**config.mk**
```make
export PLATFORM = sky130hd
export DESIGN_NAME = obuf_drain
export DESIGN_NICKNAME = d
export VERILOG_FILES = /design/src/rtl/obuf_drain.sv
export SDC_FILE = /design/constraint.sdc
export NUM_CORES = 1
export LEC_CHECK = 0
export ABC_AREA = 0
export BUFFER_PORTS_ARGS = -buffer_cell sky130_fd_sc_hd__buf_2
export CORE_AREA = 2 2 235 237
export DETAILED_ROUTE_END_ITERATION = 8
export DIE_AREA = 0 0 237 239
export MAX_ROUTING_LAYER = met4
export PLACE_DENSITY = 0.79
export SLEW_MARGIN = 30
export SYNTH_ARGS = -nofsm -noshare
export SYNTH_HDL_FRONTEND = slang
export SYNTH_HIERARCHICAL = 1
export SYNTH_SLANG_ARGS = --single-unit
```
**constraint.sdc**
```tcl
create_clock -name clk -period 5.1 [get_ports clk]
set_clock_uncertainty 0.1 [all_clocks]
set_input_delay 0 -clock clk [delete_from_list [all_inputs] [get_ports clk]]
set_output_delay 0 -clock clk [all_outputs]
set_load 0.005 [all_outputs]
```
**src/rtl/obuf_drain.sv**
```systemverilog
// Output-drain stage: snapshots the array column sums, pulses the accumulator clear,
// then streams requantized columns. Optional ReLU clamp via `OBUF_DRAIN_RELU_EN.
module obuf_requant #(
  parameter int DATA_W = 32,
  parameter int OUT_W  = 8
) (
  input  logic [DATA_W-1:0] x,
  input  logic [4:0]        sh,
  output logic [OUT_W-1:0]  y
);
  localparam logic signed [DATA_W-1:0] MAXV = DATA_W'((1 << (OUT_W-1)) - 1);
  localparam logic signed [DATA_W-1:0] MINV = -MAXV - DATA_W'(1);

  logic signed [DATA_W-1:0] shr, pre;

  // >>> fills with the sign bit, so oversized shifts settle at 0 or -1
  assign shr = $signed(x) >>> sh;

  always_comb begin
    pre = shr;
`ifdef OBUF_DRAIN_RELU_EN
    if (pre < 0) pre = '0;
`endif
    if (pre > MAXV)      y = MAXV[OUT_W-1:0];
    else if (pre < MINV) y = MINV[OUT_W-1:0];
    else                 y = pre[OUT_W-1:0];
  end
endmodule

module obuf_drain #(
  parameter int ARRAY_SIZE = 16,
  parameter int DATA_W     = 32,
  parameter int OUT_W      = 8
) (
  input  logic                                  clk,
  input  logic                                  nRST,
  input  logic [ARRAY_SIZE-1:0][DATA_W-1:0]     acc_sums,
  input  logic                                  capture,
  input  logic [4:0]                            shift_amt,
  output logic [ARRAY_SIZE-1:0]                 acc_clear,
  output logic                                  busy,
  output logic                                  out_valid,
  input  logic                                  out_ready,
  output logic [OUT_W-1:0]                      out_data,
  output logic [$clog2(ARRAY_SIZE)-1:0]         out_col,
  output logic                                  out_last,
  output logic                                  overrun
);
  localparam int IDX_W = $clog2(ARRAY_SIZE);

  typedef enum logic {IDLE, DRAIN} state_t;

  state_t                            state, state_n;
  logic [ARRAY_SIZE-1:0][DATA_W-1:0] shadow;
  logic [4:0]                        shift_q;
  logic [IDX_W-1:0]                  idx, idx_n;
  logic                              hs, last_hs, cap_acc, cap_drop;

  assign out_valid = (state == DRAIN);
  assign busy      = out_valid;
  assign out_col   = idx;
  assign out_last  = out_valid && (idx == IDX_W'(ARRAY_SIZE-1));
  assign hs        = out_valid & out_ready;
  assign last_hs   = hs & out_last;
  assign cap_acc   = capture & ((state == IDLE) | last_hs);
  assign cap_drop  = capture & (state == DRAIN) & ~last_hs;

  always_comb begin
    state_n = state;
    idx_n   = idx;
    case (state)
      IDLE:  if (cap_acc) state_n = DRAIN;
      DRAIN: if (last_hs && !cap_acc) state_n = IDLE;
      default: state_n = IDLE;
    endcase
    if (cap_acc)  idx_n = '0;
    else if (hs)  idx_n = out_last ? '0 : idx + 1'b1;
  end

  always_ff @(posedge clk) begin
    if (!nRST) begin
      state     <= IDLE;
      idx       <= '0;
      shadow    <= '0;
      shift_q   <= '0;
      acc_clear <= '0;
      overrun   <= 1'b0;
    end else begin
      state     <= state_n;
      idx       <= idx_n;
      acc_clear <= {ARRAY_SIZE{cap_acc}};
      if (cap_acc) begin
        shadow  <= acc_sums;
        shift_q <= shift_amt;
      end
      if (cap_drop) overrun <= 1'b1;
    end
  end

  obuf_requant #(.DATA_W(DATA_W), .OUT_W(OUT_W)) u_rq (
    .x (shadow[idx]),
    .sh(shift_q),
    .y (out_data)
  );
endmodule

```
Word-level counts from Yosys, hierarchy flattened --
Cells that the tools add are included.
Operators by class: shift-type cells 1, reductions and logical operators 4, bitwise operators 9, equality and inequality tests 1, $lt $le $gt $ge 3, multiplexer cells 8, add/sub/neg operators 1
Operator list (number):
- $bmux W32 S4 | 1
- $gt A32 B8 Y1 const B | 1
- $lt A32 B8 Y1 const B | 1
- $mux W32 | 1
- $sshr A32 B5 Y32 | 1
- $mux W8 | 2
- $and A1 B1 Y1 | 5
- $lt A4 B5 Y1 const B | 1
- $add A4 B1 Y4 const B | 1
- $eq A4 B4 Y1 const B | 1
- $mux W4 | 1
- $not A1 Y1 | 3
- $logic_and A1 B1 Y1 | 2
- $mux W1 | 2
- $pmux W1 S2 | 1
- $reduce_or A2 Y1 | 1
- $logic_not A1 Y1 | 1
- $or A1 B1 Y1 | 1
Word-level totals: logic and storage cells 48, output and inout port bits 32, register bits after elaboration 524

Logic depth before layout (Yosys ltp) --
depth in word-level cells 9, gate-level depth with buffers 15, gate-level depth less buffers 10

By module --
Netlist, hierarchy kept.
By module, submodules not included:
- obuf_drain | cells each 2563, area an instance 24382.1 µm², times used 1, sequential area each 10490.1 µm²
- obuf_requant | cells each 283, area an instance 2372.3 µm², times used 1, sequential area each 0.0 µm²

Least setup slack after synthesis --
Ideal clock, no wire load.
path type register -> output, from register idx[1], in the netlist out_col[1], to output port out_data[3], setup slack 0.833 ns, cell stages (with the launch flop) 14, buffers on the path 3, data required time 5.000 ns, arrival time 4.167 ns, cells stage by stage dfxtp_1 > clkbuf_1 > buf_4 > buf_4 > mux4_2 > o22ai_1 > nor2_1 > mux4_1 > mux4_2 > or4_1 > a2111o_1 > a2111oi_2 > a31o_2 > o31ai_1
Between the ends: cells in the longest elaborated chain, start to end 6, elaborated cells between the ends (all ways) 7
Ends and longest elaborated chain:
- start: declaration | line 56 | logic [IDX_W-1:0] idx, idx_n;
- start signal: assignment | line 90 | idx <= idx_n;
- $bmux W32 S4 (*) | line 101 | .x (shadow[idx]),
- $mux W32 (not written as such) (*) | line 101
- $sshr A32 B5 Y32 (*) | line 17 | assign shr = $signed(x) >>> sh;
- $lt A32 B8 Y1 | line 25 | else if (pre < MINV) y = MINV[OUT_W-1:0];
- $mux W8 | line 25
- $mux W8 (*) | line 24 | if (pre > MAXV) y = MAXV[OUT_W-1:0];
- end: declaration | line 44 | output logic [OUT_W-1:0] out_data,
Mark *: on every way between the ends. The rest lies on a longest branch, timed or not. The select of a mux whose other input is x is not followed.

Final worst setup path --
from register idx[1], in the netlist out_col[1], to output port out_data[5]
The elaborated chain is that of the path after synthesis.

==> load_flow_metrics.sql <==
INSERT INTO impl_metrics (metric_group, metric, value, unit) VALUES
('floorplanning', 'top_level_ports', '553', ''),
('detailed_routing', 'postRouteAntennaNets', '0', ''),
('synthesis', 'yosys_top_cell_area_share', '0.3921', ''),
('synthesis', 'synth-warning-count', '6', ''),
('setup_path', 'timing.rr.start', 'out_col[1]', ''),
('global_route', 'grt_antenna_before_repair', '15', ''),
('floorplanning', 'die_h', '239', 'um'),
('setup_path', 'crit_path_frequent_cell', 'mux4_2', ''),
('setup_path', 'timing.critical_path.cells', 'buf_12, buf_16, mux4_2, o22ai_4, nor2_4, mux4_2, mux4_2, or4_4, a2111o_1, a2111oi_4, a31o_4, o31ai_1, buf_2', ''),
('job', 'drv.max_cap_violation_count', '0', ''),
('timing', 'max_freq', '197.4', 'MHz'),
('global_route', 'grt_max_degree', '152', ''),
('detailed_routing', 'drt_wl_total', '122100', 'um'),
('synthesis', 'synth_edf_count', '0', ''),
('synthesis', 'synthDistinctLibCells', '60', ''),
('final_layout', 'layout-drive-gt1-share', '0.2447', ''),
('global_route', 'first_global_vias', '29000', ''),
('power_and_ir_drop', 'power_density', '281.9', 'nW/um^2'),
('final_layout', 'multi_input_comb_area', '15430', 'um^2'),
('floorplanning', 'core_area', '54340', 'um^2'),
('floorplanning', 'fp-row-count', '86', ''),
('timing', 'max-slew-margin-rel', '0.3162', ''),
('final_layout', 'final_cell_mix', '1061 x nand2_1, 647 x dlygate4sd3_1, 551 x buf_2', ''),
('clocking', 'clkSinkCount', '524', ''),
('clocking', 'max_buffers_root_to_sink', '3', ''),
('clocking', 'deepest_level_of_the_cts_h_tree', '2', ''),
('timing', 'final-hold-violation-count', '0', ''),
('floorplanning', 'fp.dieArea', '56640', 'um^2'),
('synthesis', 'syn_nets', '3368', ''),
('setup_path', 'setup.worst_path.end_class', 'output pin', ''),
('setup_path', 'r2r_setup_slack', '1.17', 'ns'),
('placed_design', 'place.detailed.hpwl', '65260', 'um'),
('setup_path', 'worstPathRequired', '5.00', 'ns'),
('detailed_routing', 'drt_drc_violations_left', '0', ''),
('timing', 'max_slew.worst_pin.slew', '1.026', 'ns'),
('power_and_ir_drop', 'total_leakage_power', '16.73', 'nW'),
('timing', 'post-route-min-period', '5.066', 'ns'),
('global_route', 'grt.overflow.total', '0', ''),
('synthesis', 'async_reset_ff_frac', '0', ''),
('synthesis', 'postSynthAreaPerCell', '9.401', 'um^2'),
('synthesis', 'ys_top_cells_by_area', 'dfxtp_1 39%, mux2i_1 20%, nand2_1 15%', ''),
('final_layout', 'finalNetCount', '4448', ''),
('placed_design', 'buffer_ports.inserted', '552', ''),
('setup_path', 'critical-path-slowest-cell', 'mux4_2', ''),
('floorplanning', 'dieWidth', '237', 'um'),
('setup_path', 'arrival', '4.97', 'ns'),
('placed_design', 'place.gp.congestion', '0.9309', ''),
('setup_path', 'critical_path.max_stage_delay', '0.55', 'ns'),
('setup_path', 'reg2regPathDepth', '9', ''),
('run_status', 'outcome', 'finished, final reports clean', ''),
('clocking', 'tritoncts', 'yes', ''),
('synthesis', 'netlist_instances', '2846', ''),
('final_layout', 'fillerInstances', '3254', ''),
('final_layout', 'layout.cells.most_common', 'nand2_1', ''),
('detailed_routing', 'avgViaCountPerCell', '6.047', ''),
('detailed_routing', 'drt_pre_antenna_iters', '6', ''),
('final_layout', 'synthToLayoutAreaGrowth', '46.40', '%'),
('hold_path', 'min-delay-start', 'shift_amt[1]', ''),
('power_and_ir_drop', 'worst_ir_drop_vdd', '0.2723', 'mV'),
('setup_path', 'crit_fanout', '7', ''),
('timing', 'rsz0062_at_grt', 'yes', ''),
('clocking', 'clk_transition_reported_paths', '0.06', 'ns'),
('placed_design', 'place_area', '29630', 'um^2'),
('setup_path', 'worst_r2r_endpoint', 'shadow[506]', ''),
('global_route', 'grt_util_all_layers', '0.4311', ''),
('clocking', 'worst_skew_pair.late_latency', '0.61', 'ns'),
('hold_path', 'hold_end', 'shift_q[1]', ''),
('synthesis', 'synth.yosys.seq_area_share', '0.3921', ''),
('final_layout', 'postLayoutCellArea', '39170', 'um^2'),
('synthesis', 'synth-seq-cells', '524', ''),
('timing', 'timing.final.crit_share', '0.9934', '');
[flip-flops by register name, indices dropped and copies added, names as in the netlist]
| register | count |
|---|---|
| busy | 1 |
| acc_clear | 1 |
| overrun | 1 |
| shadow | 512 |
| shift_q | 5 |
| out_col | 4 |
[Yosys cell counts (4+ instances only)]
cell,instances
mux4_2,155
o22ai_1,68
nor2_1,58
clkbuf_1,152
and3_1,7
a21oi_1,17
nand2b_1,7
mux4_1,8
mux2_2,14
a211oi_1,9
buf_1,5
nand2_1,1061
buf_2,26
a31oi_1,4
o21ai_0,14
dfxtp_1,524
o31ai_1,6
nand3_1,8
buf_4,77
and2_1,6
o21ai_1,6
o211ai_1,4
o21a_1,5
mux2i_1,540
nor2b_1,7
[power breakdown]
group	switching (W)	total (W)	internal [W]
sequential	0.000222	0.00458	0.00436
combinational	0.00106	0.00213	0.00106
clock	0.00184	0.00434	0.00249
total	0.00313	0.0110	0.00791
[timing repair]
action,4_1_cts,5_1_grt
hold buffers,647,0
endpoints found under the setup margin,7,7
setup buffers,27,2
cloned,8,0
pin swaps,14,3
endpoints found under the hold margin,523,0
gates resized for setup,99,12
[layout make-up]
type                            instances  share of cell area
Antenna cell                           20            0.001278
Clock buffer                           81             0.04284
Clock inverter                         23            0.006421
Inverter                                5           0.0004792
Multi-Input combinational cell       2053              0.3940
Sequential cell                       524              0.2682
Tap cell                              704             0.02249
Timing Repair Buffer                 1286              0.2642
[critical path: cells and delay by family (launching register included)]
family                 cells  cell delay, ns
buffers and inverters      3            0.45
and+or+nand+nor            2            0.51
DFF                        1            0.39
muxes                      3            1.53
AOI/OAI and AO/OA          5            1.45
[metal layers]
layer	vias up	GRT usage	share of wire
met3	778	0.1115	0.11
met1	13300	0.4899	0.35
met5	-	-	0
met2	2332	0.6615	0.45
met4	0	0.3142	0.090
li1	11990	-	-
[through the flow]
stage          utilization  setup WS, ns  setup TNS [ns]  hold WS (ns)  cells
6_report            0.7208       0.03371               0       0.08143   4696
5_1_grt             0.7206      -0.03710         -0.1386       0.09790   4691
4_1_cts             0.7185       0.01668               0       0.05877   4674
3_5_place_dp        0.5452        0.2110               0        0.1517   3888
3_3_place_gp        0.5452        0.2190               0        0.1489   3888
2_1_floorplan            -        0.8332               0       0.03852   2846
[kinds of logic after synthesis]
group | Yosys count | synth area share
fa+ha+maj | 1 | 0.0004676
flops | 524 | 0.3921
compound gates | 161 | 0.03999
xor+xnor | 1 | 0.0003274
simple gates | 1172 | 0.1693
mux | 717 | 0.3463
buf+inv | 270 | 0.05158
[how the worst max path moves through the flow]
| stage | from | end | slack (ns) | depth (start not counted) |
|---|---|---|---|---|
| final | out_col[1] | out_data[5] | 0.03 | 13 |
| after detailed placement | out_col[0] | out_data[5] | 0.21 | 11 |
| after CTS | out_col[0] | out_data[5] | 0.02 | 13 |
| after floorplan | out_col[1] | out_data[3] | 0.83 | 13 |
| after global routing | out_col[1] | out_data[6] | -0.04 | 13 |
| after global placement | out_col[1] | out_data[5] | 0.22 | 12 |
No activity file was read; power rests on OpenSTA's default activity.
